===== src/rtl/irrigacao_ctrl.sv =====
// Irrigation controller: chooses sprinkler or drip watering from the air/soil/temperature
// sensors, refills the tank on low level, and latches sensor faults until acknowledged.
//
// state       | meaning
// ------------+-------------------------------------------------
// OCIOSO      | idle, waiting for dry soil
// ASPERSAO    | sprinkler watering (Bs open)
// GOTEJAMENTO | drip watering (Vs open)
// PAUSA       | cool-down after watering
// ENCHENDO    | filling tank (En open) until high level
// ERRO        | sensor fault or fill timeout, alarm on until ack
module irrigacao_ctrl #(
   parameter int unsigned DIV     = 1000,
   parameter int unsigned T_MIN   = 10,
   parameter int unsigned T_MAX   = 60,
   parameter int unsigned T_PAUSA = 30,
   parameter int unsigned T_FILL  = 120
) (
   input  logic       clk,
   input  logic       rst_n,
   input  logic       H,
   input  logic       M,
   input  logic       L,
   input  logic       Ua,
   input  logic       Us,
   input  logic       T,
   input  logic       ack,
   output logic       Bs,
   output logic       Vs,
   output logic       En,
   output logic       alarme,
   output logic [2:0] estado
);

   typedef enum logic [2:0] {
      OCIOSO      = 3'd0,
      ASPERSAO    = 3'd1,
      GOTEJAMENTO = 3'd2,
      PAUSA       = 3'd3,
      ENCHENDO    = 3'd4,
      ERRO        = 3'd5
   } state_t;

   localparam int unsigned CNT_W    = (DIV > 1) ? $clog2(DIV) : 1;
   localparam logic [CNT_W-1:0] CNT_LAST = CNT_W'(DIV - 1);
   localparam logic [7:0] T_MIN_C   = 8'(T_MIN);
   localparam logic [7:0] T_MAX_C   = 8'(T_MAX);
   localparam logic [7:0] T_PAUSA_C = 8'(T_PAUSA);
   localparam logic [7:0] T_FILL_C  = 8'(T_FILL);

   logic [6:0]       sync1_q, sync1_d;
   logic [6:0]       sync2_q, sync2_d;
   logic [1:0]       warm_q, warm_d;
   logic [CNT_W-1:0] presc_q, presc_d;
   logic [7:0]       timer_q, timer_d;
   state_t           state_q, state_d;
   logic             bs_q, bs_d;
   logic             vs_q, vs_d;
   logic             en_q, en_d;
   logic             alarme_q, alarme_d;

   logic s_h, s_m, s_l, s_ua, s_us, s_t, s_ack;
   logic fault;
   logic tick;

   assign {s_ack, s_t, s_us, s_ua, s_l, s_m, s_h} = sync2_q;
   assign fault = (s_h & ~s_m) | (s_m & ~s_l);
   assign tick  = (presc_q == CNT_LAST);

   always_comb begin
      sync1_d = {ack, T, Us, Ua, L, M, H};
      sync2_d = sync1_q;
      // FSM waits until the synchronizer holds real samples taken after reset
      warm_d  = {warm_q[0], 1'b1};
      presc_d = tick ? '0 : presc_q + 1'b1;
   end

   always_comb begin
      state_d = state_q;
      if (warm_q[1]) begin
         case (state_q)
            OCIOSO: begin
               if (fault)                   state_d = ERRO;
               else if (!s_l)               state_d = ENCHENDO;
               else if (!s_us && (s_ua || s_t)) state_d = GOTEJAMENTO;
               else if (!s_us)              state_d = ASPERSAO;
            end
            ASPERSAO, GOTEJAMENTO: begin
               if (fault)                   state_d = ERRO;
               else if (!s_l)               state_d = ENCHENDO;
               else if ((s_us && (timer_q >= T_MIN_C)) || (timer_q == T_MAX_C))
                                            state_d = PAUSA;
            end
            PAUSA: begin
               if (fault)                   state_d = ERRO;
               else if (!s_l)               state_d = ENCHENDO;
               else if (timer_q == T_PAUSA_C) state_d = OCIOSO;
            end
            ENCHENDO: begin
               if (fault)                   state_d = ERRO;
               else if (s_h)                state_d = OCIOSO;
               else if (timer_q == T_FILL_C) state_d = ERRO;
            end
            ERRO: begin
               if (s_ack && !fault && s_l)  state_d = OCIOSO;
            end
            default:                        state_d = OCIOSO;
         endcase
      end
   end

   always_comb begin
      timer_d = timer_q;
      // a tick landing on a state change is dropped so the new state starts at zero
      if (state_d != state_q)
         timer_d = '0;
      else if (tick && (timer_q != 8'hFF))
         timer_d = timer_q + 8'd1;
   end

   always_comb begin
      bs_d     = (state_d == ASPERSAO);
      vs_d     = (state_d == GOTEJAMENTO);
      en_d     = (state_d == ENCHENDO);
      alarme_d = (state_d == ERRO);
   end

   always_ff @(posedge clk or negedge rst_n) begin
      if (!rst_n) begin
         sync1_q  <= '0;
         sync2_q  <= '0;
         warm_q   <= '0;
         presc_q  <= '0;
         timer_q  <= '0;
         state_q  <= OCIOSO;
         bs_q     <= 1'b0;
         vs_q     <= 1'b0;
         en_q     <= 1'b0;
         alarme_q <= 1'b0;
      end else begin
         sync1_q  <= sync1_d;
         sync2_q  <= sync2_d;
         warm_q   <= warm_d;
         presc_q  <= presc_d;
         timer_q  <= timer_d;
         state_q  <= state_d;
         bs_q     <= bs_d;
         vs_q     <= vs_d;
         en_q     <= en_d;
         alarme_q <= alarme_d;
      end
   end

   assign Bs     = bs_q;
   assign Vs     = vs_q;
   assign En     = en_q;
   assign alarme = alarme_q;
   assign estado = state_q;

endmodule


===== config.mk =====
export PLATFORM = sky130hd
export DESIGN_NAME = irrigacao_ctrl
export DESIGN_NICKNAME = d
export VERILOG_FILES = /design/src/rtl/irrigacao_ctrl.sv
export SDC_FILE = /design/constraint.sdc
export NUM_CORES = 1
export LEC_CHECK = 0
export BUFFER_PORTS_ARGS = -buffer_cell sky130_fd_sc_hd__buf_2
export CORE_UTILIZATION = 40
export DETAILED_ROUTE_END_ITERATION = 8
export PLACE_DENSITY = 0.56
export REMOVE_ABC_BUFFERS = 1
export SYNTH_ARGS = -nofsm -noshare
export SYNTH_HDL_FRONTEND = slang
export SYNTH_SLANG_ARGS = --single-unit

===== constraint.sdc =====
create_clock -name clk -period 2.9 [get_ports clk]
set_input_delay 0.29 -clock clk [delete_from_list [all_inputs] [get_ports clk]]
set_output_delay 0.29 -clock clk [all_outputs]
set_load 0.005 [all_outputs]

==> results of run 1 <==
[cell families (layout without fill, tap and decap cells)]
family                   after synthesis  in the layout  synth area share
XOR/XNOR                              14             14            0.0621
AO/OA/AOI/OAI                         27             27             0.111
flip-flops                            41             41             0.519
other                                  1              1           0.00190
AND/OR/NAND/NOR                       79             79             0.253
adder cells (fa/ha/maj)                4              4            0.0253
buffers and inverters                 11             29            0.0272
[critical path: stages (launching register included)]
cell and delay [ns]:
sky130_fd_sc_hd__dfrtp_1 0.43, sky130_fd_sc_hd__inv_1 0.11, sky130_fd_sc_hd__ha_1 0.23, sky130_fd_sc_hd__o31a_1 0.25, sky130_fd_sc_hd__nor3b_2 0.19, sky130_fd_sc_hd__nor2_1 0.07
sky130_fd_sc_hd__o31a_1 0.31, sky130_fd_sc_hd__a2111o_1 0.51, sky130_fd_sc_hd__and3b_1 0.20
[through the flow]
stage | hold WS (ns) | cell area (sq um) | instances | worst slack [ns]
final | 0.0951 | 2220 | 262 | 0.511
after detailed placement | 0.339 | 2110 | 254 | 0.534
after floorplan | -0.00559 | 1940 | 170 | 0.684
after global placement | 0.334 | 2110 | 254 | 0.586
after CTS | 0.0861 | 2220 | 262 | 0.518
after global routing | 0.0817 | 2220 | 262 | 0.384
[state kept, by name, indices dropped and copies added, names as in the netlist]
signal and flops:
alarme 1, warm_q 2, estado 3, Bs 1, sync1_q 7, timer_q 8, En 1, presc_q 10
Vs 1, sync2_q 7
[area by class of cell]
type                       count  area, sq um  area share
timing repair buffer          17         90.1      0.0405
sequential                    41         1030       0.462
inverter                       4         15.0     0.00676
clock buffer                   6         72.6      0.0327
tap                           67         83.8      0.0377
clock inverter                 2         38.8      0.0175
multi-input combinational    125          896       0.403
[layer usage]
| metal | global-route usage | wire length, um | part of all wire | vias up |
|---|---|---|---|---|
| li1 | - | - | - | 669 |
| met3 | 0.0417 | 110 | 0.030 | 6 |
| met2 | 0.238 | 1630 | 0.45 | 22 |
| met5 | 0 | 0 | 0 | - |
| met4 | 0.0719 | 65 | 0.018 | 0 |
| met1 | 0.218 | 1810 | 0.50 | 684 |
[worst paths after layout]
check                           startpoint          to  slack [ns]  cells after the start
worst max register to register  timer_q[0]      alarme        0.51                      8
worst max-delay path            timer_q[0]      alarme        0.51                      8
worst min-delay path                     T  sync1_q[5]         0.1                      1
worst min register to register   warm_q[0]   warm_q[1]        0.36                      0
max in group asynchronous            rst_n  timer_q[3]        2.24                      1
min in group asynchronous            rst_n  sync1_q[6]        0.11                      1
[power groups by stage]
stage | logic, mW | clock network (mW) | registers (mW)
6_report | 0.336 | 0.454 | 0.687
3_3_place_gp | 0.332 | 0 | 0.693
5_1_grt | 0.367 | 0.491 | 0.696
4_1_cts | 0.337 | 0.467 | 0.687
3_5_place_dp | 0.336 | 0 | 0.696
2_1_floorplan | 0.230 | 0 | 0.684
[cells in the mapped netlist, types with 2 or more instances]
cell	number	area (sq um)
sky130_fd_sc_hd__nor2b_1	3	18.8
sky130_fd_sc_hd__xor2_1	9	78.8
sky130_fd_sc_hd__inv_1	4	15.0
sky130_fd_sc_hd__nand4b_1	2	17.5
sky130_fd_sc_hd__nand4_1	5	31.3
sky130_fd_sc_hd__nand2_1	7	26.3
sky130_fd_sc_hd__and2_1	2	12.5
sky130_fd_sc_hd__dfrtp_1	41	1030
sky130_fd_sc_hd__nor3b_2	3	37.5
sky130_fd_sc_hd__o41ai_1	2	17.5
sky130_fd_sc_hd__nor3_1	3	15.0
sky130_fd_sc_hd__xnor2_1	5	43.8
sky130_fd_sc_hd__o21ai_0	2	10.0
sky130_fd_sc_hd__nand3_1	12	60.1
sky130_fd_sc_hd__o31a_1	2	17.5
sky130_fd_sc_hd__o31ai_1	2	15.0
sky130_fd_sc_hd__a21oi_1	6	30.0
sky130_fd_sc_hd__nor2_1	18	67.6
sky130_fd_sc_hd__nor3b_1	2	15.0
sky130_fd_sc_hd__nand3b_1	2	15.0
sky130_fd_sc_hd__nor3_2	8	80.1
sky130_fd_sc_hd__buf_2	4	20.0
sky130_fd_sc_hd__ha_1	4	50.1
sky130_fd_sc_hd__and3_1	3	18.8
==> results.txt, run 1 <==
----------------------------------------------------
[Outcome]
  Status ... complete, no violations

[Pwr]
  Clock power share ... 0.307
  Ratio of total power to cell area ... 665 nW/um^2
  Largest vdd supply drop ... 0.000394 V
  Standby leakage power ... 0.950 nW
  Sw Pwr ... 0.445 mW
  Pint ... 1.03 mW
  Switching share of total power ... 0.301
  Power share of the combinational group ... 0.228
  Final Power ... 1.48 mW
  Sequential cell fraction of total power ... 0.465

[Synthesis]
  Mean cell area of the mapped netlist ... 11.2 sq um
  Syn Std Cell Area ... 1980 sq um
  Number of distinct library cells after synthesis ... 50
  Primary flip-flop cell chosen by synthesis mapping ... sky130_fd_sc_hd__dfrtp_1
  Yosys synthesis warning count ... 0
  Sequential element share of the synthesized area ... 0.519
  EDFF count, synth ... 0
  Flop and latch count out of synthesis ... 41
  Count of mapped cells out of synthesis ... 177
  Async SR Flop Fraction ... 1.00

[CTS]
  TritonCTS clock tree ... done
  Num CTS Buffers ... 5
  Count of cells resized by post-cts repair ... 0
  Clock network latency to the later pin of the worst-skew pair ... 0.29 ns
  Clock-pin slew of the registers on the worst-case setup and hold paths ... 0.08 ns
  CTS Buffer Depth ... 2
  CTS Root Cell ... sky130_fd_sc_hd__clkbuf_8
  Sinks on the clock net ... 41
  Post CTS Setup Buffer Count ... 0
  Maximum level of the CTS H-tree ... 2
  Post-CTS Hold Buffers ... 0

[Global route]
  Total overflow reported by the global router ... 0
  Global-route wire length before repair ... 6250 um
  Largest net degree at the start of global routing ... 42
  Number of global-route vias before repair ... 1394
  Overall fraction of global-route tracks in use ... 0.159
  Antenna violations before repair ... 0

[Finish]
  Fillers ... 467
  Final core utilization ... 0.470
  Layout cell share with drive strength beyond 1 ... 0.221
  Most common library cell in the layout ignoring fill and taps ... sky130_fd_sc_hd__dfrtp_1
  Ant diodes ... 0
  Number of nets in the layout ... 207
  Area overhead of the layout relative to synthesis ... 12.5%
  Highest-count cells in the layout ignoring fill and taps ... sky130_fd_sc_hd__dfrtp_1, sky130_fd_sc_hd__nor2_1, sky130_fd_sc_hd__buf_2, sky130_fd_sc_hd__nand3_1, sky130_fd_sc_hd__xor2_1

[Floorplan]
  Std-Cell Rows ... 25
  Core footprint ... 4720 sq um
  Starting utilization of the core area ... 0.418
  Top-level I/O count ... 16
  Horizontal extent of the die ... 72.3 um
  Chip height ... 72.3 um
  Die ar. ... 5220 sq um

[STA]
  Final worst path period need ... 2.39 ns
  Hold Fails Final Rpt ... 0
  Worst-case headroom to the max-slew limit ... 0.410
  Setup-failing EPs final ... 0
  Max-slew violation count ... 0
  Post-route setup TNS ... 0 ns
  Maximum operating frequency ... 0.419 GHz
  Share of the clock period used by the worst path ... 0.824
  Worst-Margin Slew ... 0.886 ns
  Unrepaired setup endpoints after global routing ... false
  Worst clock skew on the final layout ... 0.00640 ns

[Placed design]
  Dpl hpwl ... 2570 um
  Input/output buffers ... 15
  GP Congestion ... 0.808

[Setup path]
  Startpoint type of the worst setup path ... flip-flop
  Critical path type ... reg2reg
  Worst-path maximum fanout ... 5
  Setup crit end kind ... flip-flop
  Data arrival time of the critical path ... 2.57 ns
  Data required, critical path ... 3.08 ns

[Drt]
  Total iterations of the first detailed-routing run ... 4
  Antenna viol nets, final ... 0
  Vias/cell ... 5.27
  Routed wire length ... 3610 um
  Number of vias after detailed routing ... 1381
  Final routed wire length divided by cell count ... 13.8 um
  DRC marker count from the first detailed-route iteration ... 50
  Remaining design rule violation count ... 0

[Worst hold path]
  HP Class ... in2reg

[Job]
  Number of maximum-capacitance violations ... 0

----------------------------------------------------
(Power assumes the default switching activity.)
==> run 2: changes to the inputs <==
Settings changed: PLACE_DENSITY 0.56 to 0.58.
Clock period 2.9 ns to 2.1 ns, I/O delays scaled along.
==> run 2 against run 1 <==
Final area increased by 14%. The flow now finishes with violations (negative setup slack). Via count increased by 13%. Setup slack got worse by 0.64 ns. Critical path type unchanged.
==> results.txt, run 2 (synthesized netlist as in run 1, its figures left out) <==
----------------------------------------------------
[Outcome]
  Status ... finished with violations
  Violations in the final reports ... negative setup slack

[Finish]
  Fillers ... 411
  Number of flip-flops under the largest register name ... 10
  Highest-count cells in the layout ignoring fill and taps ... sky130_fd_sc_hd__dfrtp_1, sky130_fd_sc_hd__buf_4, sky130_fd_sc_hd__nor2_1, sky130_fd_sc_hd__buf_2, sky130_fd_sc_hd__nand3_1
  Register with the highest flop count ... presc_q
  Final core utilization ... 0.535
  Largest registers in the final layout ... presc_q: 10 flops, timer_q: 8 flops
  Layout Cell Area excl Fill ... 2530 sq um
  Number of nets in the layout ... 244
  Most common library cell in the layout ignoring fill and taps ... sky130_fd_sc_hd__dfrtp_1
  Footprint of the flip-flops and latches ... 1030 sq um
  Ant diodes ... 0
  Area overhead of the layout relative to synthesis ... 28.0%
  Layout cell share with drive strength beyond 1 ... 0.345
  Number of standard cells in the final layout excluding fillers ... 299
  Area of the multi-input gates ... 923 sq um

[Setup path]
  Startpoint type of the worst setup path ... flip-flop
  Critical path type ... reg2reg
  Family with the most delay on the worst path ... compound AO/OA/AOI/OAI gates
  Largest stage delay on the critical path ... 0.45 ns
  Buffering stage count on the worst path with inverters included ... 0
  Crit-path most repeated cell ... sky130_fd_sc_hd__o31a_1
  Data required, critical path ... 2.30 ns
  Setup crit end kind ... flip-flop
  Worst-path maximum fanout ... 5
  Data arrival time of the critical path ... 2.43 ns
  Slowest cell on the critical path ... sky130_fd_sc_hd__a2111o_1
  Cell chain of the critical path ... ha_2 > o31a_1 > nor3b_2 > nor2_1 > o31a_1 > a2111o_1 > and3b_1

[Placed design]
  Total instance count after detailed placement ... 277
  Input/output buffers ... 15
  Dpl hpwl ... 2830 um
  GP Congestion ... 0.838
  Dpl cell area ... 2280 sq um

[STA]
  Final worst path period need ... 2.23 ns
  Unrepaired setup endpoints after global routing ... true
  Worst-case headroom to the max-slew limit ... 0.411
  Crit path setup slack, layout ... -0.133 ns
  Hold Fails Final Rpt ... 0
  Tightest hold margin ... 0.0119 ns
  Max-slew violation count ... 0
  Share of the clock period used by the worst path ... 1.06
  Maximum operating frequency ... 0.448 GHz
  Worst-Margin Slew ... 0.883 ns
  Setup-failing EPs final ... 12
  Worst clock skew on the final layout ... 0.00976 ns
  Post-route setup TNS ... -1.18 ns

[Worst hold path]
  HP Class ... in2reg

[Floorplan]
  Starting utilization of the core area ... 0.418
  Std-Cell Rows ... 25
  Die ar. ... 5220 sq um
  Horizontal extent of the die ... 72.3 um
  Chip height ... 72.3 um
  Top-level I/O count ... 16
  Core footprint ... 4720 sq um

[Pwr]
  Standby leakage power ... 1.09 nW
  Ratio of total power to cell area ... 818 nW/um^2
  Largest vdd supply drop ... 0.000642 V

[Job]
  Number of maximum-capacitance violations ... 0

[Global route]
  Total overflow reported by the global router ... 0
  Antenna violations before repair ... 0
  Overall fraction of global-route tracks in use ... 0.187
  Number of global-route vias before repair ... 1597
  Largest net degree at the start of global routing ... 42
  Global-route wire length before repair ... 7360 um

[CTS]
  TritonCTS clock tree ... done
  Maximum level of the CTS H-tree ... 2
  Clock network latency to the later pin of the worst-skew pair ... 0.31 ns
  Num CTS Buffers ... 5
  Sinks on the clock net ... 41
  CTS Buffer Depth ... 2
  Clock-pin slew of the registers on the worst-case setup and hold paths ... 0.09 ns
  CTS Root Cell ... sky130_fd_sc_hd__clkbuf_8

[Drt]
  Vias/cell ... 5.20
  Antenna viol nets, final ... 0
  Final routed wire length divided by cell count ... 14.1 um
  DRC marker count from the first detailed-route iteration ... 180
  Number of vias after detailed routing ... 1556
  Routed wire length ... 4220 um
  Total iterations of the first detailed-routing run ... 4
  Remaining design rule violation count ... 0

----------------------------------------------------
run 2: changes by cell type in the layout (fill, tap and decap cells not counted), sizes merged:
cell         change
dlygate4sd3      +6
buf             +31
clkbuf           -1
bufinv           -1
clkinv           -1
inv              +3
run 2: power breakdown:
part	switching (mW)	total, mW	internal (mW)
combinational	0.308	0.583	0.275
clock	0.316	0.566	0.251
sequential	0.0639	0.918	0.854
run 2: metrics by stage:
step	power [mW]	worst slack, ns
floorplan	1.26	-0.116
global placement	1.48	-0.105
detailed placement	1.49	-0.161
CTS	2.06	-0.0826
global route	2.18	-0.198
finish	2.07	-0.133
run 2: layout make-up:
class	count	share of cell area
Clock buffer	5	0.0272
Timing Repair Buffer	54	0.151
Clock inverter	3	0.0114
Inverter	4	0.00594
Sequential cell	41	0.406
Tap cell	67	0.0332
Multi-Input combinational cell	125	0.365
run 2: metal layers:
| metal | vias up | wire length, um | part of all wire | track usage |
|---|---|---|---|---|
| li1 | 749 | - | - | - |
| met1 | 767 | 1890 | 0.45 | 0.232 |
| met2 | 30 | 2070 | 0.49 | 0.312 |
| met3 | 10 | 147 | 0.035 | 0.0389 |
| met4 | 0 | 115 | 0.027 | 0.0937 |
| met5 | - | 0 | 0 | 0 |
run 2: worst paths after layout:
check	startpoint	endpoint	slack (ns)	cells after the start
setup / recovery	timer_q[1]	alarme	-0.13	7
hold / removal	Us	sync1_q[4]	0.01	1
setup reg to reg	timer_q[1]	alarme	-0.13	7
hold reg to reg	warm_q[0]	warm_q[1]	0.36	0
max in group asynchronous	rst_n	presc_q[9]	1.53	1
min in group asynchronous	rst_n	sync2_q[2]	0.02	1
run 2: repair_timing:
action,in CTS,in global routing
endpoints found under the hold margin,2,4
buffers inserted,9,0
setup endpoints to repair,13,13
hold buffers,2,4
pin swaps,19,4
resized for setup,3,4
==> run 3: changes to the inputs <==
==> constraint.sdc (replaced) <==
create_clock -name clk -period 2.1 [get_ports clk]
set_input_delay 0.105 -clock clk [delete_from_list [all_inputs] [get_ports clk]]
set_output_delay 0.105 -clock clk [all_outputs]
set_load 0.005 [all_outputs]
==> run 3 against run 2 <==
The flow still finishes with violations (negative setup slack). Utilization increased by 0.42 points. Clock skew about the same. Hold slack better by 0.34 ns. Die area unchanged. Critical path type unchanged.
==> results.txt, run 3 (synthesized netlist as in run 1, its figures left out) <==
----------------------------------------------------
[Setup path]
  Worst-path maximum fanout ... 5
  Slowest cell on the critical path ... sky130_fd_sc_hd__a2111o_1
  Cell chain of the critical path ... ha_2 > o31a_1 > nor3b_2 > nor2_1 > o31a_1 > a2111o_1 > and3b_1
  Critical path type ... reg2reg
  Buffering stage count on the worst path with inverters included ... 0
  Family with the most delay on the worst path ... compound AO/OA/AOI/OAI gates
  Register-to-Register Path Depth ... 7
  Startpoint type of the worst setup path ... flip-flop
  Critical path depth in cells ... 7
  Setup crit end kind ... flip-flop
  Crit-path most repeated cell ... sky130_fd_sc_hd__o31a_1
  Largest stage delay on the critical path ... 0.45 ns
  Data required, critical path ... 2.30 ns
  Data arrival time of the critical path ... 2.43 ns

[Drt]
  Uppermost signal routing layer after detailed routing ... met4
  Final routed wire length divided by cell count ... 14.1 um
  Routed wire length ... 4240 um
  Total iterations of the first detailed-routing run ... 4
  Met3 WL post-DR ... 130 um
  Antenna viol nets, final ... 0
  DRC marker count from the first detailed-route iteration ... 182
  Vias/cell ... 5.17
  Remaining design rule violation count ... 0
  Met1 wire length ... 1910 um
  Number of vias after detailed routing ... 1556
  Met2 WL post-DR ... 2080 um

[Finish]
  Largest registers in the final layout ... presc_q: 10 flops, timer_q: 8 flops
  Number of flip-flops under the largest register name ... 10
  Number of nets in the layout ... 246
  Ant diodes ... 0
  Fillers ... 406
  Highest-count cells in the layout ignoring fill and taps ... sky130_fd_sc_hd__dfrtp_1, sky130_fd_sc_hd__buf_4, sky130_fd_sc_hd__nor2_1, sky130_fd_sc_hd__buf_2, sky130_fd_sc_hd__nand3_1
  Register with the highest flop count ... presc_q
  Most common library cell in the layout ignoring fill and taps ... sky130_fd_sc_hd__dfrtp_1
  Layout cell share with drive strength beyond 1 ... 0.342
  Area overhead of the layout relative to synthesis ... 29.0%

[STA]
  Tightest hold margin ... 0.356 ns
  Worst clock skew on the final layout ... 0.00974 ns
  Post-route setup TNS ... -1.19 ns
  Share of the clock period used by the worst path ... 1.06
  Unrepaired setup endpoints after global routing ... true
  Worst-case headroom to the max-slew limit ... 0.410
  Maximum operating frequency ... 0.448 GHz
  Hold Fails Final Rpt ... 0
  Worst-Margin Slew ... 0.884 ns
  Final worst path period need ... 2.23 ns
  Max-slew violation count ... 0
  Crit path setup slack, layout ... -0.133 ns
  Setup-failing EPs final ... 12

[CTS]
  TritonCTS clock tree ... done
  CTS Root Cell ... sky130_fd_sc_hd__clkbuf_8
  Clock network latency to the later pin of the worst-skew pair ... 0.31 ns
  Clock-pin slew of the registers on the worst-case setup and hold paths ... 0.09 ns
  Sinks on the clock net ... 41
  Maximum level of the CTS H-tree ... 2
  Num CTS Buffers ... 5
  CTS Buffer Depth ... 2

[Outcome]
  Violations in the final reports ... negative setup slack
  Status ... finished with violations

[Pwr]
  Sequential cell fraction of total power ... 0.443
  Pint ... 1.38 mW
  Largest vdd supply drop ... 0.000643 V
  Clock power share ... 0.274
  Power share of the combinational group ... 0.283
  Ratio of total power to cell area ... 813 nW/um^2
  Switching share of total power ... 0.333
  Standby leakage power ... 1.10 nW
  Sw Pwr ... 0.689 mW

[Floorplan]
  Top-level I/O count ... 16
  Std-Cell Rows ... 25
  Die ar. ... 5220 sq um
  Horizontal extent of the die ... 72.3 um
  Chip height ... 72.3 um
  Core footprint ... 4720 sq um
  Starting utilization of the core area ... 0.418

[Global route]
  Number of global-route vias before repair ... 1625
  Overall fraction of global-route tracks in use ... 0.189
  Largest net degree at the start of global routing ... 42
  Global-route wire length before repair ... 7430 um
  Total overflow reported by the global router ... 0
  Antenna violations before repair ... 0

[Placed design]
  GP Congestion ... 0.838
  Dpl hpwl ... 2830 um
  Input/output buffers ... 15

[Worst hold path]
  Cells on Worst Hold Path ... 0
  HP Class ... reg2reg

[Job]
  Number of maximum-capacitance violations ... 0

----------------------------------------------------
==> run 3: changes by cell type in the layout (fill, tap and decap cells not counted) <==
cell	previous run	this run
sky130_fd_sc_hd__dlygate4sd3_1	6	8
==> run 3: power groups by stage <==
| stage | clock (mW) | combinational [mW] | sequential [mW] |
|---|---|---|---|
| after global placement | 0 | 0.547 | 0.931 |
| after floorplan | 0 | 0.317 | 0.945 |
| after CTS | 0.588 | 0.568 | 0.917 |
| after detailed placement | 0 | 0.554 | 0.933 |
| final | 0.567 | 0.587 | 0.918 |
| after global routing | 0.622 | 0.634 | 0.929 |
==> run 3: what timing repair did <==
action,CTS,global route
resized for setup,3,4
cloned,0,0
buffers inserted,9,0
endpoints found under the hold margin,48,0
pin swaps,19,4
hold buffers,8,0
setup endpoints to repair,13,13
==> run 3: stage by stage <==
| step | setup WS [ns] | total power, mW | utilization | cell area [sq um] | cells |
|---|---|---|---|---|---|
| 6_report | -0.133 | 2.07 | 0.540 | 2550 | 301 |
| 5_1_grt | -0.198 | 2.19 | 0.540 | 2550 | 301 |
| 4_1_cts | -0.0826 | 2.07 | 0.536 | 2530 | 301 |
| 3_5_place_dp | -0.161 | 1.49 | 0.483 | 2280 | 277 |
| 3_3_place_gp | -0.105 | 1.48 | 0.483 | 2280 | 277 |
| 2_1_floorplan | -0.116 | 1.26 | - | 1940 | 170 |
==> run 3: final cells by class <==
class | instances | area (sq um) | area share
repair buffers | 56 | 403 | 0.158
multi-input cells | 125 | 923 | 0.362
well taps | 67 | 83.8 | 0.0329
flip-flops and latches | 41 | 1030 | 0.403
inverters | 4 | 15.0 | 0.00589
clock inverters | 3 | 28.8 | 0.0113
clock buffers | 5 | 68.8 | 0.0270
==> run 3: worst paths after layout <==
kind | from | to | slack (ns)
max in group asynchronous | rst_n | presc_q[9] | 1.09
min in group asynchronous | rst_n | warm_q[0] | 0.46
worst max register to register | timer_q[1] | alarme | -0.13
worst min register to register | warm_q[0] | warm_q[1] | 0.36
worst max-delay path | timer_q[1] | alarme | -0.13
worst min-delay path | warm_q[0] | warm_q[1] | 0.36
==> run 3: routing by layer <==
metal	global-route usage	vias up
met3	0.0389	10
met2	0.313	25
met5	0	-
met1	0.235	768
li1	-	753
met4	0.0937	0
